==> src/rtl/mem_write_arbiter.sv <==
// Round-robin write-port arbiter for a simple dual-port memory, with a built-in
// clear engine that sweeps every address to CLEAR_VALUE after reset or on request.
module mem_write_arbiter #(
  parameter int                    NUM_REQ     = 2,
  parameter int                    DATA_WIDTH  = 8,
  parameter int                    DEPTH       = 256,
  parameter logic [DATA_WIDTH-1:0] CLEAR_VALUE = '0,
  parameter int                    AW          = $clog2(DEPTH)  // derived; leave at default
) (
  input  logic                  clk,
  input  logic                  reset,
  input  logic [NUM_REQ-1:0]    req_valid,
  input  logic [AW-1:0]         req_addr [NUM_REQ],
  input  logic [DATA_WIDTH-1:0] req_data [NUM_REQ],
  output logic [NUM_REQ-1:0]    req_ready,
  input  logic                  clear_start,
  output logic                  clear_busy,
  output logic                  wea,
  output logic [AW-1:0]         addra,
  output logic [DATA_WIDTH-1:0] dia
);

  localparam int PW = (NUM_REQ > 1) ? $clog2(NUM_REQ) : 1;

  if (NUM_REQ < 1) begin : g_bad_num_req
    $fatal(1, "mem_write_arbiter: NUM_REQ must be >= 1");
  end
  if (DEPTH < 2) begin : g_bad_depth
    $fatal(1, "mem_write_arbiter: DEPTH must be >= 2");
  end

  typedef enum logic {
    ST_CLEAR = 1'b0,
    ST_IDLE  = 1'b1
  } state_t;

  state_t                state_q, state_d;
  logic [AW-1:0]         cnt_q, cnt_d;
  logic [PW-1:0]         rr_ptr_q, rr_ptr_d;
  logic                  wea_q, wea_d;
  logic [AW-1:0]         addra_q, addra_d;
  logic [DATA_WIDTH-1:0] dia_q, dia_d;

  logic                  hi_hit, lo_hit;
  logic [PW-1:0]         hi_idx, lo_idx;
  logic [PW-1:0]         grant_idx;

  // Round-robin pick: lowest valid index at or above rr_ptr, else lowest valid overall.
  always_comb begin
    hi_hit = 1'b0;
    lo_hit = 1'b0;
    hi_idx = '0;
    lo_idx = '0;
    for (int i = NUM_REQ - 1; i >= 0; i--) begin
      if (req_valid[i] && (i >= int'(rr_ptr_q))) begin
        hi_hit = 1'b1;
        hi_idx = PW'(i);
      end
      if (req_valid[i]) begin
        lo_hit = 1'b1;
        lo_idx = PW'(i);
      end
    end
    grant_idx = hi_hit ? hi_idx : lo_idx;
  end

  // NOTE: every variable gets a default before the case so no path leaves it unassigned (no latches).
  always_comb begin
    state_d   = state_q;
    cnt_d     = cnt_q;
    rr_ptr_d  = rr_ptr_q;
    wea_d     = 1'b0;
    addra_d   = addra_q;
    dia_d     = dia_q;
    req_ready = '0;

    case (state_q)
      ST_CLEAR: begin
        wea_d   = 1'b1;
        addra_d = cnt_q;
        dia_d   = CLEAR_VALUE;
        if (cnt_q == AW'(DEPTH - 1)) begin
          cnt_d   = '0;
          state_d = ST_IDLE;
        end else begin
          cnt_d = cnt_q + 1'b1;
        end
      end

      ST_IDLE: begin
        if (clear_start) begin
          state_d = ST_CLEAR;
          cnt_d   = '0;
        end else if (lo_hit) begin
          req_ready[grant_idx] = 1'b1;
          wea_d    = 1'b1;
          addra_d  = req_addr[grant_idx];
          dia_d    = req_data[grant_idx];
          rr_ptr_d = (grant_idx == PW'(NUM_REQ - 1)) ? '0 : grant_idx + 1'b1;
        end
      end

      default: state_d = ST_CLEAR;
    endcase
  end

  // NOTE: sequential state uses non-blocking assignments so all flops update together at the edge.
  always_ff @(posedge clk or posedge reset) begin
    if (reset) begin
      state_q  <= ST_CLEAR;
      cnt_q    <= '0;
      rr_ptr_q <= '0;
      wea_q    <= 1'b0;
      addra_q  <= '0;
      dia_q    <= '0;
    end else begin
      state_q  <= state_d;
      cnt_q    <= cnt_d;
      rr_ptr_q <= rr_ptr_d;
      wea_q    <= wea_d;
      addra_q  <= addra_d;
      dia_q    <= dia_d;
    end
  end

  assign clear_busy = (state_q == ST_CLEAR);
  assign wea        = wea_q;
  assign addra      = addra_q;
  assign dia        = dia_q;

endmodule

==> config.mk <==
export PLATFORM = sky130hd
export DESIGN_NAME = mem_write_arbiter
export DESIGN_NICKNAME = d
export VERILOG_FILES = /design/src/rtl/mem_write_arbiter.sv
export SDC_FILE = /design/constraint.sdc
export NUM_CORES = 1
export LEC_CHECK = 0
export ABC_AREA = 1
export BUFFER_PORTS_ARGS = -buffer_cell sky130_fd_sc_hd__buf_2
export CAP_MARGIN = 15
export CORE_UTILIZATION = 44
export DETAILED_ROUTE_END_ITERATION = 10
export GPL_ROUTABILITY_DRIVEN = 0
export PLACE_DENSITY = 0.76
export SYNTH_ARGS = -nofsm -noshare
export SYNTH_HDL_FRONTEND = slang
export SYNTH_SLANG_ARGS = --single-unit
==> constraint.sdc <==
create_clock -name clk -period 1 [get_ports clk]
set_clock_uncertainty 0.05 [all_clocks]
set_input_delay 0.15 -clock clk [delete_from_list [all_inputs] [get_ports clk]]
set_output_delay 0.15 -clock clk [all_outputs]
set_load 0.1 [all_outputs]
### Yosys cells after proc, flatten, opt, wreduce, memory -nomap -nowiden

Cells that the tools add are included.

| word-level totals | value |
|---|---|
| input bits | 37 |
| output and inout bits | 20 |
| bits in registers | 27 |

| cells by class | value |
|---|---|
| bitwise operators | 3 |
| $lt $le $gt $ge | 4 |
| mux-type cells | 33 |
| add/subtract/negate cells | 2 |
| reductions and logical operators | 4 |
| equality and inequality tests | 4 |

Operators by type and width:

| cell | count |
|---|---|
| two-way mux 8 bit | 12 |
| case mux 8 bit (2 select lines) | 3 |
| two-way mux 1 bit | 12 |
| adder 8 x 1 -> 8 bit, second input constant | 1 |
| == test 8 bit, second input constant | 1 |
| two-way mux 2 bit | 3 |
| inequality test 2 bit, second input constant | 2 |
| case mux 1 bit (2 select lines) | 2 |
| AND reduction 3 bit | 1 |
| greater-or-equal comparator 2 bit, second input constant | 1 |
| logical AND 1 bit | 2 |
| less-than comparator 1 x 2 -> 1 bit, second input constant | 1 |
| inequality test 2 x 1 -> 1 bit, second input constant | 1 |
| inverter 1 bit | 2 |
| inverter 1 -> 2 bit | 1 |
| AND reduction 2 bit | 1 |
| adder 1 bit, second input constant | 1 |
| demux 1 bit (select 1 bit) | 1 |
| greater-or-equal comparator 1 bit, first input constant | 1 |
| greater-or-equal comparator 1 bit, second input constant | 1 |

### Longest topological paths before layout

| logic depth | value |
|---|---|
| word-level depth | 11 |
| mapped depth | 7 |
| depth with buffers taken out | 6 |

### Least setup slack after synthesis

No wires, ideal clock.

| timing path | value |
|---|---|
| kind | register to output |
| from | register rr_ptr_q |
| to | output req_ready[1] |
| stages on the path, launching flop included | 4 |
| required time | 0.800 ns |
| buffers on the path | 1 |
| setup slack | -1.085 ns |
| data arrival time | 1.885 ns |
| path through | dfrtp_1 o21ai_4 clkbuf_8 nor2_1 |

| between the ends | value |
|---|---|
| word-level cells in the longest chain between the ends | 11 |

RTL lines:

| item | line | text |
|---|---|---|
| start, declared | 39 | `logic [PW-1:0] rr_ptr_q, rr_ptr_d;` |
| start signal, assigned | 119 | `rr_ptr_q <= rr_ptr_d;` |
| greater-or-equal comparator 1 bit * | 55 | `if (req_valid[i] && (i >= int'(rr_ptr_q))) begin` |
| logical AND 1 bit * | 55 |  |
| two-way mux 1 bit | 55 |  |
| two-way mux 1 bit * | 64 | `grant_idx = hi_hit ? hi_idx : lo_idx;` |
| less-than comparator 1 x 2 -> 1 bit (not written as such) or greater-or-equal comparator 1 bit (tied branches) | 95 | `req_ready[grant_idx] = 1'b1;` |
| logical AND 1 bit (not written as such) | 95 |  |
| two-way mux 1 bit (not written as such) | 95 |  |
| demux 1 bit (select 1 bit) * | 95 |  |
| two-way mux 2 bit * | 94 | `end else if (lo_hit) begin` |
| two-way mux 2 bit * | 91 | `if (clear_start) begin` |
| two-way mux 2 bit * | 77 | `case (state_q)` |
| end, declared | 15 | `output logic [NUM_REQ-1:0] req_ready,` |

Every way passes the cells marked *; elsewhere a longest branch is shown, timed or not.

### Final worst setup path

| timing path | value |
|---|---|
| from | register state_q |
| to | output req_ready[0] |

| between the ends | value |
|---|---|
| word-level cells in the longest chain between the ends | 1 |

RTL lines:

| item | line | text |
|---|---|---|
| start, declared | 37 | `state_t state_q, state_d;` |
| start signal, assigned | 117 | `state_q <= state_d;` |
| two-way mux 2 bit | 77 |  |

Every way passes these cells.

==> results by group <==
Run status
  • Status: complete, but fails checks
  • Failing checks: hold timing, setup timing

Floorplan
  • Die height: 61.9 microns
  • FP Rows: 21
  • DIE WIDTH: 61.9 microns
  • Die area: 3830 sq um
  • Io pins: 57
  • Initial core utilization: 0.465
  • Core area: 3390 sq um

Synth
  • Syn nets: 249
  • Share of flip-flops with an asynchronous set or reset: 1.00
  • Top-area cell type share of the netlist area: 0.429
  • Post-synth EDFFs: 0
  • Sequential fraction of the synthesis area: 0.429
  • Post-synth top flop: dfrtp_1
  • Largest cells by area after synthesis: dfrtp_1 43%, nand2_1 17%, inv_1 8.6%
  • Synth cell types: 27
  • Yosys Warn Count: 0
  • Post-Syn Area: 1580 sq um
  • Synthesized area per cell: 7.47 sq um
  • Most area-hungry cell type in the Yosys netlist: dfrtp_1
  • Gate Count Post-Synth: 211
  • Post-synthesis register bit count: 27

Critical path
  • Endpoint class of the critical path: primary output
  • WP data required: 0.80 ns
  • Crit path launch type: flip-flop
  • Critical path class: flip-flop to primary output
  • Crit-path max FO: 3
  • Arr. time, crit path: 1.37 ns

Global routing
  • Largest net degree at the start of global routing: 28
  • Vias in the first global route: 1791
  • GR Util All Layers: 0.326
  • Initial antenna violation count: 0
  • First-pass GRT wire length: 8.64 mm
  • GR Overflow Total: 0

CTS
  • Clock Tree Buf Depth: 2
  • Clk Latency, worst-skew pair: 0.35 ns
  • H-tree Lvls: 1
  • Clock buffer count from CTS: 3
  • Root buf cell: clkbuf_4
  • Clk pin slew, worst setup/hold paths: 0.16 ns
  • # clock sinks: 27
  • CTS tree: done

Pwr
  • Power Dens Cells: 2290 nW/um^2
  • Total design power: 6.57 mW
  • Leakage power: 1.48 nW
  • Max IR drop VDD: 0.00161 V

STA
  • RSZ-0062 raised after global routing: true
  • Slew Viols, Final: 0
  • Crit path time final: 1.57 ns
  • Worst hold slack: -0.00357 ns
  • Slew margin rel.: 0.825
  • Final setup fails: 47
  • Max Clk Rate: 0.639 GHz
  • Setup tns final: -14.47 ns
  • Final Hold Viols: 1
  • Min setup slack post-route: -0.566 ns
  • Final Cycle Share: 1.57
  • Least-Margin Pin Slew: 0.263 ns

Drt
  • Wirelength, routed: 6.58 mm
  • DR WL/cell: 18.3 microns
  • Drt initial violations: 185
  • Number of vias per cell: 5.37
  • Vias: 1928
  • Drt pass-1 iters: 7
  • Post-route DRC: 0
  • Antenna-violating nets left: 0

Placement
  • Place WS: -0.237 ns
  • PortBufs: 56
  • Post-DP Area: 2430 sq um
  • HPWL Detailed: 3.00 mm
  • Placed cells: 335

Layout
  • Most frequent cells in the layout: 52 x nand2_1, 36 x buf_2, 32 x inv_1, 27 x buf_4, 23 x buf_12
  • Fraction of layout cells with a size suffix above 1: 0.581
  • Final std cell area, no fill: 2860 sq um
  • Final core occ: 0.844
  • Area Overhead vs Synth: 81.5%
  • Non-filler cells, final: 359
  • # diodes: 0
  • Nets: 352
  • Commonest non-fill, non-tap cell in the layout: nand2_1

Worst hold path
  • Hold crit path type: input port to flip-flop

Run
  • Max cap viols: 0
## logic make-up after synthesis
group,Yosys count,share of synthesized area
muxes,1,0.00635
buffers and inverters,44,0.134
AOI/OAI and AO/OA,23,0.102
adders and majority gates,1,0.00794
xor gates and xnor gates,1,0.00556
and+or+nand+nor,114,0.315
DFF,27,0.429
## worst max-delay path, stage by stage (launching register included)
cell and delay (ns):
dfrtp_1 0.47, inv_4 0.15, nor2_8 0.05, nand2_4 0.07, clkinvlp_4 0.10, buf_12 0.17
## path summary, 6_finish.rpt
check	from	end	slack, ns	cells after the start
hold reg to reg	dia[4]	dia[4]	0.51	2
max in group asynchronous	reset	addra[1]	0.43	4
setup reg to reg	rr_ptr_q	dia[0]	-0.51	7
setup / recovery	state_q	req_ready[0]	-0.57	5
min in group asynchronous	reset	cnt_q[7]	0.29	4
hold / removal	req_data[4]	dia[4]	-0.004	3
## state kept, by name (all words and copies together), names as in the netlist
signal	flops
addra	8
cnt_q	8
state_q	1
wea	1
dia	8
rr_ptr_q	1
## cell usage after synthesis, drive strengths merged, types with 4 or more instances
library cell	number
o21ai	16
nand2	77
buf	4
nor2	15
nand3	21
inv	39
a21oi	4
dfrtp	27
## power breakdown
part	switching (mW)	internal, mW
logic	2.47	1.68
clock network	0.356	0.158
registers	0.435	1.47
total	3.26	3.31
## timing repair
item,CTS,global route
endpoints found under the setup margin,47,47
pin swaps,7,7
gates cloned,3,0
resized for setup,24,44
endpoints found under the hold margin,27,1
setup buffers,10,9
hold buffers,1,1
## routing by layer
layer  vias up  track usage  part of all wire  wire [microns]
met5         -            0                 0               0
met4         0        0.206             0.063             413
met3        36       0.0973             0.070             462
met2       146        0.530              0.50            3290
met1       898        0.377              0.37            2420
li1        848            -                 -               -
## cell type report
class,count,area (sq um)
multi-input combinational,140,865
timing repair buffer,103,1060
tap,46,57.6
sequential,27,697
inverter,39,155
clock buffer,4,26.3
fill,155,528
Note: power is estimated with default switching activity, not from simulation.
